--- src/rtl/issue_select.sv ---
// Oldest-first select stage: age-matrix pick, registered issue port with valid/ready, free pulses.
// Optional ISSUE_SELECT_PERF_EN adds saturating stall and handshake counters.
module issue_select #(
    parameter int unsigned NUM_ROWS = 8,
    localparam int unsigned ROW_W = $clog2(NUM_ROWS)
) (
    input  logic                clk,
    input  logic                rst,
    input  logic [NUM_ROWS-1:0] request_vector_i,
    input  logic                alloc_en_i,
    input  logic [ROW_W-1:0]    alloc_row_i,
    input  logic                flush_i,
    output logic                issue_valid_o,
    output logic [ROW_W-1:0]    issue_row_o,
    input  logic                issue_ready_i,
    output logic                free_en_o,
    output logic [ROW_W-1:0]    free_row_index_o
`ifdef ISSUE_SELECT_PERF_EN
    ,
    output logic [31:0]         stall_cycles_o,
    output logic [31:0]         issued_count_o
`endif
);

    logic [NUM_ROWS-1:0] valid_q, valid_d;
    logic [NUM_ROWS-1:0] age_q [NUM_ROWS];
    logic [NUM_ROWS-1:0] age_d [NUM_ROWS];
    logic                issue_valid_q, issue_valid_d;
    logic [ROW_W-1:0]    issue_row_q, issue_row_d;
    logic                free_en_q, free_en_d;
    logic [ROW_W-1:0]    free_row_q, free_row_d;

    logic [NUM_ROWS-1:0] hold_mask;
    logic [NUM_ROWS-1:0] elig;
    logic [NUM_ROWS-1:0] has_older;
    logic                pick_found;
    logic [ROW_W-1:0]    pick_row;
    logic                load_en;
    logic                handshake;

    assign load_en   = !issue_valid_q || issue_ready_i;
    assign handshake = issue_valid_q && issue_ready_i;

    always_comb begin
        hold_mask = '0;
        if (issue_valid_q) begin
            hold_mask[issue_row_q] = 1'b1;
        end
        elig = request_vector_i & valid_q & ~hold_mask;
    end

    always_comb begin
        has_older = '0;
        for (int i = 0; i < NUM_ROWS; i++) begin
            for (int j = 0; j < NUM_ROWS; j++) begin
                if (elig[j] && age_q[j][i]) begin
                    has_older[i] = 1'b1;
                end
            end
        end
    end

    // Lowest index wins among rows with no older eligible row; inconsistent age falls back to
    // the lowest eligible index so a pick is always made when elig is non-zero.
    always_comb begin
        pick_found = 1'b0;
        pick_row   = '0;
        for (int i = 0; i < NUM_ROWS; i++) begin
            if (!pick_found && elig[i] && !has_older[i]) begin
                pick_found = 1'b1;
                pick_row   = ROW_W'(i);
            end
        end
        for (int i = 0; i < NUM_ROWS; i++) begin
            if (!pick_found && elig[i]) begin
                pick_found = 1'b1;
                pick_row   = ROW_W'(i);
            end
        end
    end

    always_comb begin
        valid_d       = valid_q;
        age_d         = age_q;
        issue_valid_d = issue_valid_q;
        issue_row_d   = issue_row_q;
        free_en_d     = 1'b0;
        free_row_d    = free_row_q;

        if (handshake) begin
            valid_d[issue_row_q] = 1'b0;
            free_en_d            = 1'b1;
            free_row_d           = issue_row_q;
        end

        if (load_en) begin
            issue_valid_d = |elig;
            if (|elig) begin
                issue_row_d = pick_row;
            end
        end

        // Applied after the handshake clear so a same-cycle re-allocation keeps the row valid.
        if (alloc_en_i) begin
            valid_d[alloc_row_i] = 1'b1;
            for (int j = 0; j < NUM_ROWS; j++) begin
                age_d[alloc_row_i][j] = 1'b0;
            end
            for (int j = 0; j < NUM_ROWS; j++) begin
                if (ROW_W'(j) != alloc_row_i) begin
                    age_d[j][alloc_row_i] = 1'b1;
                end
            end
        end
    end

    always_ff @(posedge clk) begin
        if (rst || flush_i) begin
            valid_q       <= '0;
            issue_valid_q <= 1'b0;
            issue_row_q   <= '0;
            free_en_q     <= 1'b0;
            free_row_q    <= '0;
            for (int i = 0; i < NUM_ROWS; i++) begin
                age_q[i] <= '0;
            end
        end else begin
            valid_q       <= valid_d;
            issue_valid_q <= issue_valid_d;
            issue_row_q   <= issue_row_d;
            free_en_q     <= free_en_d;
            free_row_q    <= free_row_d;
            for (int i = 0; i < NUM_ROWS; i++) begin
                age_q[i] <= age_d[i];
            end
        end
    end

    assign issue_valid_o    = issue_valid_q;
    assign issue_row_o      = issue_row_q;
    assign free_en_o        = free_en_q;
    assign free_row_index_o = free_row_q;

`ifdef ISSUE_SELECT_PERF_EN
    logic [31:0] stall_cycles_q;
    logic [31:0] issued_count_q;

    // Counters survive flush; only rst clears them.
    always_ff @(posedge clk) begin
        if (rst) begin
            stall_cycles_q <= '0;
            issued_count_q <= '0;
        end else begin
            if (issue_valid_q && !issue_ready_i && (stall_cycles_q != '1)) begin
                stall_cycles_q <= stall_cycles_q + 32'd1;
            end
            if (handshake && (issued_count_q != '1)) begin
                issued_count_q <= issued_count_q + 32'd1;
            end
        end
    end

    assign stall_cycles_o = stall_cycles_q;
    assign issued_count_o = issued_count_q;
`else
    // Performance counters not built.
`endif

    alloc_row_free_a: assert property (@(posedge clk) disable iff (rst || flush_i)
        alloc_en_i |-> (!valid_q[alloc_row_i] || (handshake && (issue_row_q == alloc_row_i))));

endmodule
--- config.mk ---
export PLATFORM = sky130hd
export DESIGN_NAME = issue_select
export DESIGN_NICKNAME = d
export VERILOG_FILES = /design/src/rtl/issue_select.sv
export SDC_FILE = /design/constraint.sdc
export NUM_CORES = 1
export LEC_CHECK = 0
export BUFFER_PORTS_ARGS = -buffer_cell sky130_fd_sc_hd__buf_2
export CAP_MARGIN = 10
export CORE_ASPECT_RATIO = 0.5
export CORE_MARGIN = 8
export CORE_UTILIZATION = 40
export DETAILED_ROUTE_END_ITERATION = 6
export PLACE_DENSITY_LB_ADDON = 0.3
export SLEW_MARGIN = 5
export SYNTH_ARGS = -nofsm -noshare
export SYNTH_HDL_FRONTEND = slang
export SYNTH_SLANG_ARGS = --single-unit
export TNS_END_PERCENT = 50
--- constraint.sdc ---
create_clock -name clk -period 4.7 [get_ports clk]
set_input_delay 0.47 -clock clk [delete_from_list [all_inputs] [get_ports clk]]
set_output_delay 0.47 -clock clk [all_outputs]
set_load 0.05 [all_outputs]
Word level (Yosys, flattened, before mapping)
Cells that the tools add are included.
- add/sub/neg operators: 0
- multiply operators: 0
- divide/modulo/power cells: 0
- magnitude comparators: 6
- eq/ne operators: 7
- shift operators: 0
- mux-type cells: 126
- bitwise logic cells: 31
- reduce and logical (&&, ||, !) cells: 120
- operators by type and width (operator ; number):
    bitwise AND 64 bit ; 8
    NOT 64 bit ; 8
    demux 8 bit (select 3 bit) ; 8
    2-to-1 mux 8 bit ; 12
    logical AND 1 bit ; 91
    2-to-1 mux 1 bit ; 84
    OR 8 bit ; 9
    2-to-1 mux 3 bit ; 15
    bitwise AND 8 bit ; 3
    zero test 1 bit ; 24
    NOT 8 bit ; 2
    != test 3 bit (first input constant) ; 4
    < comparator 3 x 4 -> 1 bit (second input constant) ; 2
    OR reduction 8 bit ; 1
    2-to-1 mux 7 bit ; 1
    demux 1 bit (select 3 bit) ; 2
    greater-or-equal comparator 3 x 1 -> 1 bit (second input constant) ; 2
    2-to-1 mux 6 bit ; 1
    != test 2 x 3 -> 1 bit (first input constant) ; 2
    2-to-1 mux 5 bit ; 1
    greater-or-equal comparator 4 bit (second input constant) ; 1
    < comparator 4 x 1 -> 1 bit (second input constant) ; 1
    2-to-1 mux 4 bit ; 1
    NOT 3 -> 4 bit ; 1
    other kinds (5) ; 6
- flip-flop bits (word level): 80
- latch bits: 0
- bits in writable memories: 0
- ROM bits: 0
- logic and storage cells: 303
- memories: 0

Depth between registers and ports, before layout
Gate-level depths: netlist of run 1.
- word-level depth: 71
- depth in mapped cells: 8

Worst setup path after synthesis of run 1
Ideal clock, no wire load.
- kind: flip-flop to flip-flop
- start: register issue_valid_q, in the netlist issue_valid_o
- end: register issue_row_q[0], in the netlist issue_row_o[0]
- arrival: 2458 ps
- required time: 4609 ps
- path slack: 2151 ps
- cell stages (with the launch flop): 8
- cells stage by stage: dfxtp_1 or4b_4 and3_1 a2111o_1 a2111oi_4 or3_1 a21boi_1 a311oi_1
- longest elaborated chain between the ends: 67
- elaborated cells on any way between the ends: 211
- those cells by class: mux (95); bitwise (2); reduce/logical (114)
- ends and longest elaborated chain (what ; RTL line ; source):
    start: declaration ; 28 ; logic issue_valid_q, issue_valid_d;
    start signal: assignment ; 129 ; issue_valid_q <= issue_valid_d;
    2-to-1 mux 8 bit ; 46 ; if (issue_valid_q) begin
    NOT 8 bit ; 49 ; elig = request_vector_i & valid_q & ~hold_mask;
    bitwise AND 8 bit ; 49 ;
    logical AND 1 bit ; 56 ; if (elig[j] && age_q[j][i]) begin
    2-to-1 mux 1 bit (8 in a row) ; 56 ;
    zero test 1 bit ; 69 ; if (!pick_found && elig[i] && !has_older[i]) begin
    logical AND 1 bit ; 69 ;
    2-to-1 mux 1 bit ; 69 ;
    [... 44 more ...] ; n/a ;
    logical AND 1 bit ; 75 ; if (!pick_found && elig[i]) begin
    2-to-1 mux 1 bit ; 75 ;
    zero test 1 bit ; 75 ;
    logical AND 1 bit ; 75 ;
    2-to-1 mux 1 bit ; 75 ;
    zero test 1 bit ; 75 ;
    logical AND 1 bit ; 75 ;
    2-to-1 mux 3 bit ; 75 ;
    end signal: assignment ; 130 ; issue_row_q <= issue_row_d;
    end: declaration ; 29 ; logic [ROW_W-1:0] issue_row_q, issue_row_d;
Parallel ways exist; a longest one is shown, timed or not.
A chain may end at the register's enable or synchronous reset.

Worst setup path after layout of run 1
- start: register issue_row_q[1], in the netlist issue_row_o[1]
- end: register issue_row_q[0], in the netlist issue_row_o[0]
- longest elaborated chain between the ends: 71
- elaborated cells on any way between the ends: 214
- those cells by class: order compare (2); mux (97); bitwise (2); reduce/logical (113)
- ends and longest elaborated chain (what ; RTL line ; source):
    < comparator 3 x 4 -> 1 bit (not written as such) / greater-or-equal comparator 3 x 1 -> 1 bit (equally long branches) ; 47 ; hold_mask[issue_row_q] = 1'b1;
    logical AND 1 bit (not written as such) ; 47 ;
    2-to-1 mux 1 bit (not written as such) ; 47 ;
    demux 1 bit (select 3 bit) (*) ; 47 ;
    2-to-1 mux 8 bit (*) ; 46 ;
    NOT 8 bit (*) ; 49 ;
    bitwise AND 8 bit (*) ; 49 ;
    logical AND 1 bit ; 56 ;
    [... 55 more ...] ; n/a ;
    logical AND 1 bit ; 75 ;
    2-to-1 mux 1 bit ; 75 ;
    zero test 1 bit ; 75 ;
    logical AND 1 bit ; 75 ;
    2-to-1 mux 1 bit ; 75 ;
    zero test 1 bit ; 75 ;
    logical AND 1 bit ; 75 ;
    2-to-1 mux 3 bit ; 75 ;
Mark *: on every way between the ends. The rest lies on a longest branch, timed or not.

==> out/qor.csv, run 1 <==
metric,value,unit
syn_avg_cell_area,8.28,um^2
global_route.overflow_total,0,
hold_path_class,register to register,
critical_path.max_stage_delay,0.63,ns
drc,0,
pre_cts_ws,2.02,ns
place_congestion,0.949,
critPathSlowestCell,dfxtp_1,
yosys-top-cells-area,"dfxtp_1, nor2_1, nor3b_1",
clock_tree.buffer_depth,2,
mostFrequentLayoutCell,nor2_1,
synth_area_leader_cell,dfxtp_1,
synthesis.nets,419,
io-pin-count,24,
ctsResizeCount,0,
antenna_cells,0,
netlist_area,0.00334,mm^2
yosys_warnings,0,
setup_tns,0,ns
path_buf_inv,0,
cts_sinks,80,
clkLatencyLatePin,0.33,ns
criticalPathCategory,register to register,
clock.fmax,354,MHz
via_per_inst,5.63,
fp.dieH,80.6,um
final_cell_mix,"nor2_1, dfxtp_1, nand2_1",
fin_ws,1.87,ns
worst_pin_slew,0.871,ns
crit_chain,and4b_1 -> nor3b_1 -> a2111oi_0 -> and4_1 -> nor4_2 -> o2111ai_1 -> a311oi_1,
power_density,379,mW/mm^2
cts_tree,yes,
synth_top_cell_area_share,48.0,%
slew_violations,0,
hold_viol_final,0,
cts_made_buffers,9,
synth-edff-count,0,
synthArstFlopShare,0,%
finalClockSkew,0.00244,ns
htree_levels,3,
finalSetupViolations,0,
start_kind,register,
clk_pin_slew_worst_paths,0.06,ns
drtIter0Drc,286,
hpwl,7.27,mm
cts_setup_buffers,0,
cts_root_buffer,clkbuf_16,
slew_headroom,41.5,%
ant_nets,0,
drt_first_pass_iters,5,
yosys.cell_types.count,47,
die_area,0.0117,mm^2
postCtsHoldBufs,0,
drv_cap,0,
grt_pass1_wl,15.6,mm
ys.flop_type,dfxtp_1,
synth-seq-cells,80,
status,completed,
antenna_found_initial,0,
endpoint_kind,register,
hold_ws,0.434,ns
start_util,41.4,%
synthToLayoutAreaGrowth,15.7,%
finalWirelength,9.83,mm
ys_seq_area_share,48.0,%
drive_above_1_share,11.6,%
grtUsageTotal,17.3,%
period_needed,2.83,ns
worstPathArrival,3.07,ns
peakVddDrop,0.000187,V
num_rows,23,
layout_worst_path_cycle_share,60.1,%
grt_pass1_vias,2780,
core_area,0.00806,mm^2
fin_nets,442,
die_width,145,um
num_vias,3051,
crit_fanout,17,
power.leakage,1.40,nW
grt_max_degree,23,
synth_cells,403,
required,4.94,ns
routedWlPerCell,18.1,um
io_buffers,23,
critPathTopFamily,simple AND/OR/NAND/NOR gates,
grt_setup_unrepaired,false,
[logic make-up (layout without fill, tap and decap cells)]
kind of cell	count (synthesis)	count (layout)	share of synthesized area (%)
AOI/OAI and AO/OA	73	73	15.5
buffers and inverters	19	46	2.29
DFF	80	80	48.0
and+or+nand+nor	231	231	34.2
[cell type report]
cell class,instances,area (um^2)
clock buffers,13,260
clock inverters,2,38.8
flip-flops and latches,80,1600
repair buffers,27,145
multi-input cells,304,1660
inverters,4,15.0
well taps,112,140
fillers,796,4200
[report_power, final]
group	switching (mW)	internal [mW]
Clock	0.259	0.438
Combinational	0.0478	0.0220
Sequential	0.00749	0.688
[per-layer routing]
layer / routed length [um] / up-vias / part of all wire, % / global-route usage, %
met3: 940 / 19 / 9.6 / 6.22
met4: 174 / 0 / 1.8 / 5.46
met2: 3960 / 133 / 40 / 24.7
li1: - / 1471 / - / -
met5: 0 / - / 0 / 0
met1: 4750 / 1428 / 48 / 23.7
[tightest hold or removal path, stage by stage, from the launching register on]
cell and delay [ns]:
dfxtp_1 0.31, inv_1 0.05, nor2_1 0.04
[stage by stage]
step | total power [mW] | cells | cell area [um^2] | util, %
finish | 1.46 | 542 | 3860 | 47.9
global route | 1.51 | 542 | 3860 | 47.9
CTS | 1.47 | 542 | 3860 | 47.9
detailed placement | 0.778 | 527 | 3560 | 44.2
global placement | 0.778 | 527 | 3560 | 44.2
floorplan | 0.751 | 403 | 3340 | -
[synth_stat cells (3+ instances only)]
cell / count
nor2_1: 110
dfxtp_1: 80
nand2_1: 31
a21oi_1: 23
and3_1: 17
nor3b_1: 16
clkbuf_1: 11
nand3_1: 11
a2111oi_0: 9
nor3_1: 8
o21ai_0: 7
a22oi_1: 6
and2_1: 5
nand2b_1: 5
o21a_1: 5
buf_2: 4
inv_1: 4
or3_1: 4
a211oi_1: 3
a22o_1: 3
and4b_1: 3
nor2b_1: 3
o211ai_1: 3
[worst paths after layout]
| check | startpoint | end | slack [ns] | cells past startpoint |
|---|---|---|---|---|
| worst max register to register | issue_row_o[1] | issue_row_o[0] | 1.87 | 7 |
| worst min-delay path | register | register | 0.43 | 2 |
| worst max-delay path | issue_row_o[1] | issue_row_o[0] | 1.87 | 7 |
| worst min register to register | register | register | 0.43 | 2 |
Note: power is estimated with default switching activity, not from simulation.
==> run 2: changes to the inputs <==
- ABC_AREA: not set -> 1
- clock period: 4.7 -> 2.96 ns (I/O delays scaled with it)
==> out/qor.csv, run 2 <==
metric,value,unit,change
period_needed,2.56,ns,-0.267 ns
htree_levels,3,,unchanged
die_area,0.0124,mm^2,+5.9%
place_congestion,0.879,,-7.4%
hold_viol_final,0,,unchanged
hold_ws,0.354,ns,-0.0802 ns
slew_violations,0,,unchanged
synth_cells,481,,+19%
grt_max_degree,19,,-17%
hold_path_class,input pin to register,,
clkLatencyLatePin,0.34,ns,about the same
cts_tree,yes,,
layout_worst_path_cycle_share,86.5,%,+26 points
synth-edff-count,0,,unchanged
synth-seq-cells,80,,unchanged
p_sw,0.532,mW,+70%
io_buffers,23,,unchanged
fin_nets,530,,+20%
io-pin-count,24,,unchanged
cts_setup_buffers,0,,unchanged
ff_latch_area,0.00160,mm^2,unchanged
fp.dieH,82.8,um,+2.8%
cts_sinks,80,,unchanged
ys.flop_type,dfxtp_1,,
synthToLayoutAreaGrowth,16.6,%,
grt_pass1_vias,2977,,+7.1%
cts_made_buffers,9,,unchanged
netlist_area,0.00357,mm^2,+7.1%
status,completed,,
ys_seq_area_share,44.8,%,-3.2 points
power_frac_comb,5.0,%,+0.2 points
synth_top_cell_area_share,44.8,%,-3.2 points
die_width,150,um,+3.1%
worstPathArrival,2.82,ns,-0.25 ns
clock.fmax,391,MHz,+10%
antenna_found_initial,0,,unchanged
p_int,1.88,mW,+64%
start_kind,register,,
power_frac_clock,49.3,%,+1.6 points
yosys.cell_types.count,33,,-30%
global_route.overflow_total,0,,unchanged
drive_above_1_share,18.1,%,+6.5 points
utilization,48.0,%,+0.093 points
finalSetupViolations,0,,unchanged
yosys-top-cells-area,"dfxtp_1, a21oi_1, nand2_1",,
whs_endpoint,free_en_o,,
clk_pin_slew_worst_paths,0.06,ns,about the same
path_buf_inv,1,,+1
endpoint_kind,register,,
postCtsHoldBufs,0,,unchanged
setup_tns,0,ns,unchanged
hpwl,7.86,mm,+8.2%
multi_input_area,0.00161,mm^2,-2.7%
crit_fanout,9,,-8
criticalPathCategory,register to register,,
synthesis.nets,497,,+19%
yosys_warnings,0,,unchanged
drc,0,,unchanged
pre_cts_ws,0.443,ns,-1.57 ns
grt_pass1_wl,16.5,mm,+5.5%
power_density,580,mW/mm^2,+53%
synth_area_leader_cell,dfxtp_1,,
power.leakage,1.67,nW,+19%
timing.rr.start,issue_valid_o,,
via_per_inst,5.16,,-8.4%
required,3.22,ns,-1.72 ns
critPathSlowestCell,dfxtp_1,,
start_util,41.1,%,-0.25 points
drt_first_pass_iters,5,,unchanged
peakVddDrop,0.000380,V,+100%
grtUsageTotal,17.3,%,about the same
critPathTopFamily,simple AND/OR/NAND/NOR gates,,
grt_setup_unrepaired,false,,
min_path_cells,3,,+1
routedWlPerCell,16.7,um,-7.9%
ant_nets,0,,unchanged
fin_ws,0.400,ns,-1.47 ns
min-delay-start,issue_ready_i,,
antenna_cells,0,,unchanged
syn_avg_cell_area,7.42,um^2,-10%
r2r_end,issue_row_o[0],,
ff2ff_path_depth,16,,+9
drtIter0Drc,317,,+11%
num_rows,24,,+4.3%
slew_headroom,58.8,%,+17 points
swShare,22.1,%,+0.58 points
clock_tree.buffer_depth,2,,unchanged
r2r_setup_slack,0.40,ns,-1.47 ns
crit_chain,nand2_1 -> inv_2 -> nand2_1 -> nand2_1 -> nor2_1 -> nand2_1 -> nor2_2 -> nand2_2 -> nand2_4 -> nor2_8 -> nand4_4 -> nor3_2 -> o21ai_0 -> nand3_1 -> nand2_1 -> a21oi_2,,
num_vias,3276,,+7.4%
worst_pin_slew,0.614,ns,-0.257 ns
core_area,0.00868,mm^2,+7.7%
drv_cap,0,,unchanged
ys_top_cells_by_count,"dfxtp_1, nand2_1, inv_1",,
final_cell_mix,"nand2_1, dfxtp_1, inv_1",,
critical_path.max_stage_delay,0.59,ns,-0.04 ns
fill_cells,888,,+12%
ctsResizeCount,0,,unchanged
finalClockSkew,0.00580,ns,+0.00336 ns
synthArstFlopShare,0,%,unchanged
seq_power_share,45.6,%,-1.9 points
cts_root_buffer,clkbuf_16,,
finalWirelength,10.6,mm,+7.9%
path_common_cell,nand2_1,,
run 2: layout make-up:
type	instances	share of cell area [%]
Clock buffer	10	5.74
Clock inverter	5	1.95
Inverter	86	7.75
Multi-Input combinational cell	308	38.7
Sequential cell	80	38.5
Tap cell	117	3.52
Timing Repair Buffer	29	3.85
run 2: worst max-delay path by stage:
stage | start | end | cells after the start
2_1_floorplan | issue_valid_o | issue_row_o[0] | 18
3_3_place_gp | issue_valid_o | issue_row_o[0] | 16
3_5_place_dp | issue_valid_o | issue_row_o[0] | 16
4_1_cts | issue_valid_o | issue_row_o[0] | 16
5_1_grt | issue_valid_o | issue_row_o[2] | 18
6_report | issue_valid_o | issue_row_o[0] | 16
run 2: worst reg2reg max path, delay by kind of cell, from the launching register on:
kind / cells / cell delay [ns]
AOI/OAI and AO/OA: 2 / 0.25
DFF: 1 / 0.59
and+or+nand+nor: 13 / 1.50
buffers and inverters: 1 / 0.15
run 2: per-layer routing:
layer  global-route usage (%)  vias to the layer above  share of wire, %
met5                        0                        -                 0
met4                     4.64                        0               1.1
met3                     5.95                       10                11
met2                     24.2                      143                41
met1                     24.4                     1511                47
li1                         -                     1612                 -
run 2: cells by family after synthesis:
family | synth area share [%]
simple gates | 31.8
buf+inv | 9.99
compound gates | 13.3
flops | 44.8
run 2: power by group through the flow:
stage | logic [mW] | clock network, mW | registers, mW
after global placement | 0.119 | 0 | 1.12
after CTS | 0.119 | 1.20 | 1.10
final | 0.121 | 1.19 | 1.10
after global routing | 0.132 | 1.26 | 1.10
after floorplan | 0.0708 | 0 | 1.13
after detailed placement | 0.118 | 0 | 1.12
run 2: through the flow:
stage          area (um^2)  power, mW  std cells
6_report              4160       2.41        635
5_1_grt               4160       2.49        635
4_1_cts               4160       2.42        635
3_5_place_dp          3840       1.24        620
3_3_place_gp          3840       1.24        620
2_1_floorplan         3570       1.20        481
